### config.mk
export PLATFORM = sky130hd
export DESIGN_NAME = moon_dash_ctrl
export DESIGN_NICKNAME = d
export VERILOG_FILES = /design/src/rtl/stg_pkg.sv /design/src/rtl/moon_line_stepper.sv /design/src/rtl/moon_dash_ctrl.sv
export SDC_FILE = /design/constraint.sdc
export NUM_CORES = 1
export LEC_CHECK = 0
export BUFFER_PORTS_ARGS = -buffer_cell sky130_fd_sc_hd__buf_4
export CORE_MARGIN = 2
export CORE_UTILIZATION = 45
export DETAILED_ROUTE_END_ITERATION = 12
export MAX_ROUTING_LAYER = met4
export PLACE_DENSITY = 0.76
export SLEW_MARGIN = 0
export SYNTH_ARGS = -nofsm -noshare
export SYNTH_HDL_FRONTEND = slang
export SYNTH_HIERARCHICAL = 1
export SYNTH_SLANG_ARGS = --single-unit
### constraint.sdc
create_clock -name clk -period 10.59 [get_ports clk]
set_input_delay 0.5295 -clock clk [delete_from_list [all_inputs] [get_ports clk]]
set_output_delay 0.5295 -clock clk [all_outputs]
set_load 0.01 [all_outputs]
### src/rtl/stg_pkg.sv
// Shared playfield constants, FSM state encoding and delta helpers for the
// STG enemy controllers.
package stg_pkg;

    localparam int MAX_X   = 384;
    localparam int MAX_Y   = 448;
    localparam int COORD_W = 10;
    localparam int DELTA_W = 11;

    localparam logic [1:0] ST_IDLE     = 2'd0;
    localparam logic [1:0] ST_AIM      = 2'd1;
    localparam logic [1:0] ST_DASH     = 2'd2;
    localparam logic [1:0] ST_COOLDOWN = 2'd3;

    typedef logic signed [DELTA_W-1:0] delta_t;
    typedef logic [COORD_W-1:0]        coord_t;

    // Signed distance from b to a; both coordinates fit in 10 bits so 11 bits never overflow.
    function automatic delta_t coord_delta(input coord_t a, input coord_t b);
        return $signed({1'b0, a}) - $signed({1'b0, b});
    endfunction

    // Magnitude of a delta; |-1023| still fits in 11 unsigned bits.
    function automatic logic [DELTA_W-1:0] delta_abs(input delta_t d);
        return d[DELTA_W-1] ? DELTA_W'(-d) : DELTA_W'(d);
    endfunction

    // Unit step toward the sign of a delta: -1, 0 or +1.
    function automatic delta_t delta_sign(input delta_t d);
        if (d == '0) begin
            return '0;
        end else if (d[DELTA_W-1]) begin
            return -11'sd1;
        end else begin
            return 11'sd1;
        end
    endfunction

endpackage

### src/rtl/moon_line_stepper.sv
// Divider-free Bresenham unit-step engine for the moon dash. A start pulse
// performs the first unit step on the same clock edge and the remaining steps
// of the burst on following edges. Every step is checked against the
// playfield border first; a step that would leave the field is not taken,
// the burst is abandoned and hit_border is raised for that cycle.
module moon_line_stepper #(
    parameter int MAX_X  = stg_pkg::MAX_X,
    parameter int MAX_Y  = stg_pkg::MAX_Y,
    parameter int HOME_X = 192,
    parameter int HOME_Y = 100,
    parameter int LEN_W  = 8
) (
    input  logic                              clk,
    input  logic                              reset,
    input  logic                              start,
    input  logic                              load,
    input  logic                              go_home,
    input  logic signed [stg_pkg::DELTA_W-1:0] dx,
    input  logic signed [stg_pkg::DELTA_W-1:0] dy,
    input  logic [LEN_W-1:0]                  burst_len,
    output logic [stg_pkg::COORD_W-1:0]       pos_x,
    output logic [stg_pkg::COORD_W-1:0]       pos_y,
    output logic                              busy,
    output logic                              hit_border
);
    import stg_pkg::*;

    localparam logic signed [DELTA_W-1:0] LIM_X = DELTA_W'(MAX_X - 1);
    localparam logic signed [DELTA_W-1:0] LIM_Y = DELTA_W'(MAX_Y - 1);

    coord_t              pos_x_q, pos_x_d, pos_y_q, pos_y_d;
    delta_t              dx_q, dx_d, dy_q, dy_d;
    logic [DELTA_W-1:0]  err_q, err_d;
    logic [LEN_W-1:0]    rem_q, rem_d;
    logic                busy_q, busy_d;

    delta_t              vec_dx, vec_dy, step_x, step_y, next_x, next_y;
    logic [DELTA_W-1:0]  err_base, abs_x, abs_y, major_abs, minor_abs, err_sum, err_next;
    logic [LEN_W-1:0]    len_now;
    logic                x_major, minor_step, step_en, out_x, out_y, hit;

    // Candidate unit step: a freshly loaded vector takes effect immediately with a cleared error.
    always_comb begin
        vec_dx     = load ? dx : dx_q;
        vec_dy     = load ? dy : dy_q;
        err_base   = load ? '0 : err_q;
        abs_x      = delta_abs(vec_dx);
        abs_y      = delta_abs(vec_dy);
        x_major    = (abs_x >= abs_y);
        major_abs  = x_major ? abs_x : abs_y;
        minor_abs  = x_major ? abs_y : abs_x;
        err_sum    = err_base + minor_abs;
        minor_step = (err_sum >= major_abs);
        err_next   = minor_step ? (err_sum - major_abs) : err_sum;
        step_x     = (x_major || minor_step) ? delta_sign(vec_dx) : '0;
        step_y     = (!x_major || minor_step) ? delta_sign(vec_dy) : '0;
        next_x     = $signed({1'b0, pos_x_q}) + step_x;
        next_y     = $signed({1'b0, pos_y_q}) + step_y;
        out_x      = next_x[DELTA_W-1] || (next_x > LIM_X);
        out_y      = next_y[DELTA_W-1] || (next_y > LIM_Y);
        step_en    = busy_q || (start && (burst_len != '0));
        len_now    = busy_q ? rem_q : burst_len;
        hit        = step_en && (out_x || out_y);
    end

    // Next-state for position, latched vector, error and burst bookkeeping.
    always_comb begin
        pos_x_d = pos_x_q;
        pos_y_d = pos_y_q;
        dx_d    = dx_q;
        dy_d    = dy_q;
        err_d   = err_q;
        rem_d   = rem_q;
        busy_d  = busy_q;
        if (load) begin
            dx_d  = dx;
            dy_d  = dy;
            err_d = '0;
        end
        if (step_en) begin
            if (hit) begin
                busy_d = 1'b0;
                rem_d  = '0;
            end else begin
                pos_x_d = next_x[COORD_W-1:0];
                pos_y_d = next_y[COORD_W-1:0];
                err_d   = err_next;
                rem_d   = len_now - 1'b1;
                busy_d  = (len_now > 1);
            end
        end
        if (go_home) begin
            pos_x_d = COORD_W'(HOME_X);
            pos_y_d = COORD_W'(HOME_Y);
            busy_d  = 1'b0;
            rem_d   = '0;
        end
    end

    // Stepper state registers; reset parks the moon at home with no burst pending.
    always_ff @(posedge clk or negedge reset) begin
        if (!reset) begin
            pos_x_q <= COORD_W'(HOME_X);
            pos_y_q <= COORD_W'(HOME_Y);
            dx_q    <= '0;
            dy_q    <= '0;
            err_q   <= '0;
            rem_q   <= '0;
            busy_q  <= 1'b0;
        end else begin
            pos_x_q <= pos_x_d;
            pos_y_q <= pos_y_d;
            dx_q    <= dx_d;
            dy_q    <= dy_d;
            err_q   <= err_d;
            rem_q   <= rem_d;
            busy_q  <= busy_d;
        end
    end

    assign pos_x      = pos_x_q;
    assign pos_y      = pos_y_q;
    assign busy       = busy_q;
    assign hit_border = hit;

endmodule

### src/rtl/moon_dash_ctrl.sv
// Moon enemy dash-attack sequencer: speed-scaled movement tick, aim/dash/
// cooldown FSM, and the moon centre position for the renderer and collision.
// Optional build macro MOON_HOMING_EN: while dashing, every 4th tick re-aims
// at the player from the current position (homing arc) before its burst.
module moon_dash_ctrl #(
    parameter int MAX_X    = stg_pkg::MAX_X,
    parameter int MAX_Y    = stg_pkg::MAX_Y,
    parameter int HOME_X   = 192,
    parameter int HOME_Y   = 100,
    parameter int TICK_MAX = 4000,
    parameter int STEP     = 10,
    parameter int COOLDOWN = 200
) (
    input  logic                        clk,
    input  logic                        reset,
    input  logic                        enable,
    input  logic [stg_pkg::COORD_W-1:0] player_x,
    input  logic [stg_pkg::COORD_W-1:0] player_y,
    input  logic [25:0]                 speed_offset,
    output logic [stg_pkg::COORD_W-1:0] moon_x,
    output logic [stg_pkg::COORD_W-1:0] moon_y,
    output logic [1:0]                  state_o,
    output logic                        tick_o,
    output logic                        dash_done
);
    import stg_pkg::*;

    localparam int CD_W  = 16;
    localparam int LEN_W = 8;

    logic [25:0]     cnt_q, cnt_d, period, period_m1;
    logic [26:0]     off_ext;
    logic [1:0]      state_q, state_d;
    logic [CD_W-1:0] cd_q, cd_d, cd_inc;
    logic            dash_done_q, dash_done_d;
    logic            tick, start, load, go_home, busy, hit, relatch_zero, fresh_zero;
    delta_t          fresh_dx, fresh_dy;
    coord_t          pos_x, pos_y;
`ifdef MOON_HOMING_EN
    logic [1:0]      hcnt_q, hcnt_d;
`endif

    // Tick period with a floor that always leaves room for a full burst.
    always_comb begin
        off_ext = {1'b0, speed_offset};
        if (off_ext + 27'(STEP + 2) > 27'(TICK_MAX)) begin
            period = 26'(STEP + 2);
        end else begin
            period = 26'(TICK_MAX) - speed_offset;
        end
        period_m1 = period - 26'd1;
        tick      = (cnt_q == period_m1);
        // A shrinking period can leave the count past the new end: wrap silently.
        cnt_d     = (cnt_q >= period_m1) ? '0 : cnt_q + 26'd1;
    end

    // Aim vector from the current position toward the player.
    always_comb begin
        fresh_dx   = coord_delta(player_x, pos_x);
        fresh_dy   = coord_delta(player_y, pos_y);
        fresh_zero = (fresh_dx == '0) && (fresh_dy == '0);
        cd_inc     = cd_q + CD_W'(1);
    end

    // Stepper commands: latch the aim in AIM, launch a burst on each free tick in DASH.
    always_comb begin
        start        = 1'b0;
        load         = 1'b0;
        relatch_zero = 1'b0;
`ifdef MOON_HOMING_EN
        hcnt_d       = hcnt_q;
`endif
        if (state_q == ST_AIM) begin
            load = 1'b1;
`ifdef MOON_HOMING_EN
            hcnt_d = '0;
`endif
        end else if ((state_q == ST_DASH) && tick && !busy) begin
`ifdef MOON_HOMING_EN
            hcnt_d = hcnt_q + 2'd1;
            if (hcnt_q == 2'd3) begin
                load         = 1'b1;
                relatch_zero = fresh_zero;
                start        = !fresh_zero;
            end else begin
                start = 1'b1;
            end
`else
            start = 1'b1;
`endif
        end
    end

    // Attack FSM and cooldown counting.
    always_comb begin
        state_d     = state_q;
        cd_d        = cd_q;
        dash_done_d = 1'b0;
        go_home     = 1'b0;
        case (state_q)
            ST_IDLE: begin
                if (tick && enable) begin
                    state_d = ST_AIM;
                end
            end
            ST_AIM: begin
                cd_d    = '0;
                state_d = fresh_zero ? ST_COOLDOWN : ST_DASH;
            end
            ST_DASH: begin
                if (hit) begin
                    dash_done_d = 1'b1;
                    state_d     = ST_COOLDOWN;
                    cd_d        = '0;
                end else if (relatch_zero) begin
                    state_d = ST_COOLDOWN;
                    cd_d    = '0;
                end
            end
            ST_COOLDOWN: begin
                if (tick) begin
                    if (cd_inc == CD_W'(COOLDOWN)) begin
                        cd_d = '0;
                        if (enable) begin
                            state_d = ST_AIM;
                        end else begin
                            state_d = ST_IDLE;
                            go_home = 1'b1;
                        end
                    end else begin
                        cd_d = cd_inc;
                    end
                end
            end
            default: state_d = ST_IDLE;
        endcase
    end

    // Controller registers.
    always_ff @(posedge clk or negedge reset) begin
        if (!reset) begin
            cnt_q       <= '0;
            state_q     <= ST_IDLE;
            cd_q        <= '0;
            dash_done_q <= 1'b0;
`ifdef MOON_HOMING_EN
            hcnt_q      <= '0;
`endif
        end else begin
            cnt_q       <= cnt_d;
            state_q     <= state_d;
            cd_q        <= cd_d;
            dash_done_q <= dash_done_d;
`ifdef MOON_HOMING_EN
            hcnt_q      <= hcnt_d;
`endif
        end
    end

    moon_line_stepper #(
        .MAX_X  (MAX_X),
        .MAX_Y  (MAX_Y),
        .HOME_X (HOME_X),
        .HOME_Y (HOME_Y),
        .LEN_W  (LEN_W)
    ) u_stepper (
        .clk        (clk),
        .reset      (reset),
        .start      (start),
        .load       (load),
        .go_home    (go_home),
        .dx         (fresh_dx),
        .dy         (fresh_dy),
        .burst_len  (LEN_W'(STEP)),
        .pos_x      (pos_x),
        .pos_y      (pos_y),
        .busy       (busy),
        .hit_border (hit)
    );

    assign moon_x    = pos_x;
    assign moon_y    = pos_y;
    assign state_o   = state_q;
    assign tick_o    = tick;
    assign dash_done = dash_done_q;

endmodule
==> Yosys cells after proc, flatten, opt, wreduce, memory -nomap -nowiden <==
Index checks and enable logic that the tools add are counted.
{ "classes": {"n_addsub": 14, "n_mul": 0, "div": 0, "order_cmp": 7, "eq_ne": 10, "shift": 0, "mux": 51, "n_bitwise": 0, "n_reduce_logical": 23} }
{ "op_table": {"columns": ["cell", "count"], "rows": [
  ["11-bit two-way mux", 16],
  ["10-bit two-way mux", 6],
  ["26-bit two-way mux", 2],
  ["16-bit two-way mux", 3],
  ["16-bit case mux with 3 select lines", 1],
  ["11-bit logical NOT", 4],
  ["11-bit adder", 3],
  ["8-bit two-way mux", 4],
  ["26-bit by 4-bit adder with 27-bit output, second input constant", 1],
  ["27-bit by 12-bit greater-than comparator with 1-bit output, second input constant", 1],
  ["26-bit by 1-bit adder with 26-bit output, second input constant", 1],
  ["26-bit equality test", 1],
  ["26-bit greater-or-equal comparator", 1],
  ["12-bit by 26-bit subtractor with 26-bit output, first input constant", 1],
  ["26-bit by 1-bit subtractor with 26-bit output, second input constant", 1],
  ["11-bit greater-or-equal comparator", 2],
  ["11-bit by 10-bit greater-than comparator with 1-bit output, second input constant", 2],
  ["11-bit negation", 2],
  ["10-bit by 10-bit subtractor with 11-bit output", 2],
  ["16-bit by 1-bit adder with 16-bit output, second input constant", 1],
  ["16-bit by 8-bit equality test with 1-bit output, second input constant", 1],
  ["1-bit two-way mux", 14],
  ["11-bit subtractor", 1],
  ["2-bit != test, second input constant", 5],
  ["15 further kinds", 29]
]} }
{ "word_totals": {"ff_bits": 107, "latchBits": 0, "mem_bits_rw": 0, "mem_bits_ro": 0, "inputBits": 49, "wordCells": 116, "memories": 0} }

==> Logic depth before layout (Yosys ltp) <==
{ "logic_depth": {"word_depth": 19, "mapped_depth": 56} }

==> By module <==
Netlist, hierarchy kept.
{ "by_module_without_submodules": {"columns": ["module", "n_inst", "cells_per_inst", "area_each_um2"], "rows": [
  ["moon_line_stepper", 1, 678, 5833.1],
  ["moon_dash_ctrl", 1, 619, 4853.4]
]} }

==> Worst setup path before layout <==
Ideal clock, no wire load.
{ "synth_timing": {"path_type": "in2reg", "start": "input player_x[0] in the netlist's numbering", "end": "register cd_q[5]", "setup_time_ns": 0.096, "arrival_ns": 10.363, "t_required_ns": 10.494, "slack_ns": 0.131, "stages": 51, "n_path_buf": 5, "path_cell_list": "inv_1 ha_1 fa_1 nand2b_1 a21oi_1 nor3_1 nor2_1 nand2_1 nand2b_1 a21oi_1 mux2i_4 clkinv_1 o21ai_0 xnor2_1 ha_1 nand2_1 o21ai_0 a21oi_1 [15 not listed] nor2_1 nor2_1 ha_1 a211oi_2 o211ai_1 a211o_1 a2bb2oi_1 a22o_2 o211a_1 clkbuf_1 buf_2 a21oi_1 nor2b_1 nor2_1 o21ai_0 clkbuf_1 o21ai_0 o31ai_1"} }
{ "synth_between": {"elab_chain_len": 17, "elab_cells_between_ends": 27} }
{ "synth_lines": {"columns": ["item", "line_no", "text"], "rows": [
  ["start: declaration", "moon_dash_ctrl.sv:17", "input logic [stg_pkg::COORD_W-1:0] player_x,"],
  ["10-bit by 10-bit subtractor with 11-bit output (*)", "stg_pkg.sv:20", "return $signed({1'b0, a}) - $signed({1'b0, b});"],
  ["net fresh_dx[10]", "moon_dash_ctrl.sv:37", "delta_t fresh_dx, fresh_dy;"],
  ["11-bit two-way mux (*)", null, null],
  ["11-bit negation", "stg_pkg.sv:25", "return d[DELTA_W-1] ? DELTA_W'(-d) : DELTA_W'(d);"],
  ["11-bit two-way mux", "stg_pkg.sv:25", null],
  ["11-bit greater-or-equal comparator", "moon_line_stepper.sv:49", "x_major = (abs_x >= abs_y);"],
  ["11-bit two-way mux", "moon_line_stepper.sv:51", "minor_abs = x_major ? abs_y : abs_x;"],
  ["11-bit adder", "moon_line_stepper.sv:52", "err_sum = err_base + minor_abs;"],
  ["[3 not listed]", null, null],
  ["11-bit adder, on equally long branches", "moon_line_stepper.sv:57, moon_line_stepper.sv:58", null],
  ["11-bit by 10-bit greater-than comparator with 1-bit output, on equally long branches", "moon_line_stepper.sv:59, moon_line_stepper.sv:60", null],
  ["1-bit logical OR, on equally long branches", "moon_line_stepper.sv:59, moon_line_stepper.sv:60", null],
  ["1-bit logical OR (*)", "moon_line_stepper.sv:63", "hit = step_en && (out_x || out_y);"],
  ["1-bit logical AND (*)", "moon_line_stepper.sv:63", null],
  ["net hit", "moon_dash_ctrl.sv:36", "logic tick, start, load, go_home, busy, hit, relatch_zero, fresh_zero;"],
  ["2-bit != test (no line) (*)", null, null],
  ["3-bit AND reduction (no line) (*)", null, null],
  ["end signal: assignment", "moon_dash_ctrl.sv:144", "cd_q <= '0;"],
  ["end signal: assignment", "moon_dash_ctrl.sv:152", "cd_q <= cd_d;"],
  ["end: declaration", "moon_dash_ctrl.sv:34", "logic [CD_W-1:0] cd_q, cd_d, cd_inc;"]
]} }
The timed path passes the listed nets; every way through them passes the cells marked *.
A chain may end at the register's enable or synchronous reset.

==> Final worst setup path <==
{ "layout_timing": {"start": "register u_stepper.pos_y_q[2], in the netlist u_stepper/pos_y[2]", "end": "register u_stepper.err_q[1]"} }
{ "layout_between": {"elab_chain_len": 17, "elab_cells_between_ends": 29} }
{ "layout_lines": {"columns": ["item", "line_no", "text"], "rows": [
  ["start: declaration", "moon_line_stepper.sv:31", "coord_t pos_x_q, pos_x_d, pos_y_q, pos_y_d;"],
  ["start signal: assignment", "moon_line_stepper.sv:104", "pos_y_q <= COORD_W'(HOME_Y);"],
  ["start signal: assignment", "moon_line_stepper.sv:112", "pos_y_q <= pos_y_d;"],
  ["10-bit by 10-bit subtractor with 11-bit output (*)", "stg_pkg.sv:20", null],
  ["net fresh_dy[4]", "moon_dash_ctrl.sv:37", null],
  ["11-bit two-way mux (*)", null, null],
  ["11-bit negation", "stg_pkg.sv:25", null],
  ["11-bit two-way mux", "stg_pkg.sv:25", null],
  ["11-bit greater-or-equal comparator", "moon_line_stepper.sv:49", null],
  ["11-bit two-way mux", "moon_line_stepper.sv:51", null],
  ["11-bit adder", "moon_line_stepper.sv:52", null],
  ["[3 not listed]", null, null],
  ["11-bit adder, on equally long branches", "moon_line_stepper.sv:57, moon_line_stepper.sv:58", null],
  ["11-bit by 10-bit greater-than comparator with 1-bit output, on equally long branches", "moon_line_stepper.sv:59, moon_line_stepper.sv:60", null],
  ["1-bit logical OR, on equally long branches", "moon_line_stepper.sv:59, moon_line_stepper.sv:60", null],
  ["1-bit logical OR", "moon_line_stepper.sv:63", null],
  ["1-bit logical AND", "moon_line_stepper.sv:63", null],
  ["11-bit two-way mux (*)", "moon_line_stepper.sv:81", "if (hit) begin"],
  ["11-bit two-way mux (*)", "moon_line_stepper.sv:80", "if (step_en) begin"],
  ["net u_stepper.err_d[1]", "moon_line_stepper.sv:33", "logic [DELTA_W-1:0] err_q, err_d;"],
  ["end signal: assignment", "moon_line_stepper.sv:115", "err_q <= err_d;"],
  ["end: declaration", "moon_line_stepper.sv:33", null]
]} }
Marked as above.

==> metrics.txt <==
initial antenna violation count=0; YS warnings=6; post-DP HPWL=21.4 mm; Final Util=52.3%; core area=23400 um^2; Num CTS Buffers=9; Worst VDD drop=0.000354 V; Starting Density=45.7%; CTS Buffer Depth=2; routed len/inst=16.7 um; Clk Latency, worst-skew pair=360 ps; clock skew=9.81 ps; vias in the first global route=9686; number of DRC violations after detailed-routing iteration 0=723; die height=158 um; total negative slack=0 ps; Final Wtd Congestion=0.984; Power Dens Cells=362 nW/um^2; Synth area leader=dfrtp_1; max incr delay on CP=590 ps; arrival time worst endpoint=10330 ps; Seq/Total Area, Yosys=25.1%; Setup Crit Path Kind=reg -> reg; Post-Place Setup Slack=-259 ps; Synth top area share=23.9%; worst hold path type=in -> async; count leader, synth=ha_1; Final min period=10040 ps; outcome=complete, no violations; Cell Area, Placed=11700 um^2; Seq cells post-synth=107; slew margin rel.=42.8%; syn_area_per_cell=8.24 um^2; Die ar.=25000 um^2; hold_buf cts=0; Post-synth top cells=110 x ha_1, 104 x a21oi_1, 104 x nor2_1, 103 x nand2_1, 102 x dfrtp_1; Critical Path RT=10880 ps; post-synth cell types=90; via count=10.0k; Via-to-Cell Ratio=5.81; cell count after synthesis=1297; largest net degree at the start of global routing=66; Post-synth EDFFs=0; Die W=158 um; share of layout cells above drive strength 1=14.2%; CTS clock-pin slew for the worst setup and hold paths=70 ps; Crit path max-delay family=compound AO/OA/AOI/OAI gates; Std-Cell Rows=56; Crit. End Element=flop; Slew @ Worst Pin=858 ps; # setup viols final=0; clock tree from TritonCTS=yes; CTS Root Cell=clkbuf_16; Final Max Tran Viols=0; total grt overflow=0; first-pass GRT wire length=47.3 mm; Power, Total=4430 uW; worst path bufs/invs=4; CP max FO=10; period utilization=94.8%; CTS Sinks=107; Startpoint Class=flop; DR pass1 iterations=5; Top Ports=73; Cell Area, Synth=10700 um^2; post-route ant nets=0; Hold Fails Final Rpt=0; slowest library cell on the worst path=dfstp_2; worst setup margin=547 ps; total number of H-tree levels=3; GR Util All Layers=24.0%; port bufs=72; ant diodes=0; top cells by area, synth=dfrtp_1 24%, ha_1 13%, xnor2_1 6.3%; most frequent CP cell=a21oi_1; area grow syn2layout=14.5%; Max-Cap Viols=0; DRC viols=0; Nets=1566; drt total wl=28.8 mm; P_leak=0.00559 uW; fin area=12200 um^2; Main synth FF type=dfrtp_1; asr flop ratio synth=100%; Peak Freq=99.6 MHz
## kinds of logic (layout without fill, tap and decap cells)
kind of cell | Yosys count | count (layout) | synth area share (%)
other cells | 2 | 35 | 0.0703
buf+inv | 134 | 210 | 5.10
simple gates | 445 | 445 | 21.7
fa+ha+maj | 116 | 116 | 14.0
xor+xnor | 101 | 101 | 8.35
compound gates | 344 | 344 | 20.9
flops | 107 | 107 | 25.1
mux | 48 | 48 | 4.77
## repair_timing
action	in CTS	in global routing
resized for setup	1	30
buffers inserted	0	12
cloned	0	0
setup endpoints to repair	3	58
pin swaps	0	13
## per-layer routing
layer | track usage, % | part of all wire [%] | vias up
li1 | - | - | 4900
met1 | 31.8 | 47 | 4802
met2 | 39.3 | 46 | 279
met3 | 2.05 | 4.6 | 48
met4 | 7.34 | 2.2 | 0
met5 | - | 0 | -
## sequential cells by signal, indices dropped and copies added, names as in the netlist
signal,count
u_stepper/dx_q,11
u_stepper/pos_y,10
u_stepper/err_q,11
u_stepper/pos_x,10
u_stepper/rem_q,8
cd_q,16
state_o,2
cnt_q,26
dash_done,1
u_stepper/busy,1
u_stepper/dy_q,11
## final cells by class
cell class	count	area, um^2
Inverter	86	327
Tap cell	319	399
Sequential cell	107	2690
Clock buffer	12	267
Timing Repair Buffer	108	815
Clock inverter	4	31.3
Fill cell	2181	11200
Multi-Input combinational cell	1089	7710
## final timing paths
path	start	to	slack (ps)	cells past startpoint
max in group asynchronous	reset	u_stepper/pos_y[1]	9090	2
setup / recovery	u_stepper/pos_y[2]	u_stepper/err_q[1]	550	43
hold reg to reg	u_stepper/rem_q[1]	u_stepper/rem_q[1]	520	2
setup reg to reg	u_stepper/pos_y[2]	u_stepper/err_q[1]	550	43
min in group clk	u_stepper/rem_q[1]	u_stepper/rem_q[1]	520	2
hold / removal	reset	cd_q[10]	170	1
## cells in the final DEF, fill, tap and decap left out, drive strengths merged, types with 6 or more instances in the layout
cell type / synthesis / layout
a211oi: 15 / 15
a21o: 29 / 29
a21oi: 104 / 104
a31oi: 31 / 31
and2: 13 / 13
and3: 18 / 18
buf: 18 / 108
clkbuf: 30 / 12
conb: 2 / 35
dfrtp: 102 / 102
fa: 6 / 6
ha: 110 / 110
inv: 85 / 87
mux2: 10 / 10
mux2i: 38 / 38
nand2: 103 / 103
nand2b: 13 / 13
nand3: 34 / 34
nand4: 45 / 45
nor2: 104 / 104
nor2b: 28 / 28
nor3: 34 / 34
nor3b: 6 / 6
nor4: 22 / 22
o2111ai: 6 / 6
o211ai: 10 / 10
o21a: 13 / 13
o21ai: 64 / 64
o22ai: 6 / 6
o31ai: 21 / 21
or2: 6 / 6
or3: 8 / 8
xnor2: 78 / 78
xor2: 23 / 23
## metrics by stage
| stage | cells | hold slack, ps |
|---|---|---|
| 6_report | 1725 | 171 |
| 2_1_floorplan | 1330 | 234 |
| 5_1_grt | 1725 | 224 |
| 4_1_cts | 1713 | 205 |
| 3_3_place_gp | 1697 | 486 |
| 3_5_place_dp | 1697 | 491 |
## report_power, final
part           internal [uW]  total, uW  leakage [uW]  switching [uW]
registers                444        476       0.00144            32.5
clock network            181        344      0.000150             163
logic                   1400       3610       0.00400            2210
total                   2030       4430       0.00559            2400
(Power assumes the default switching activity.)
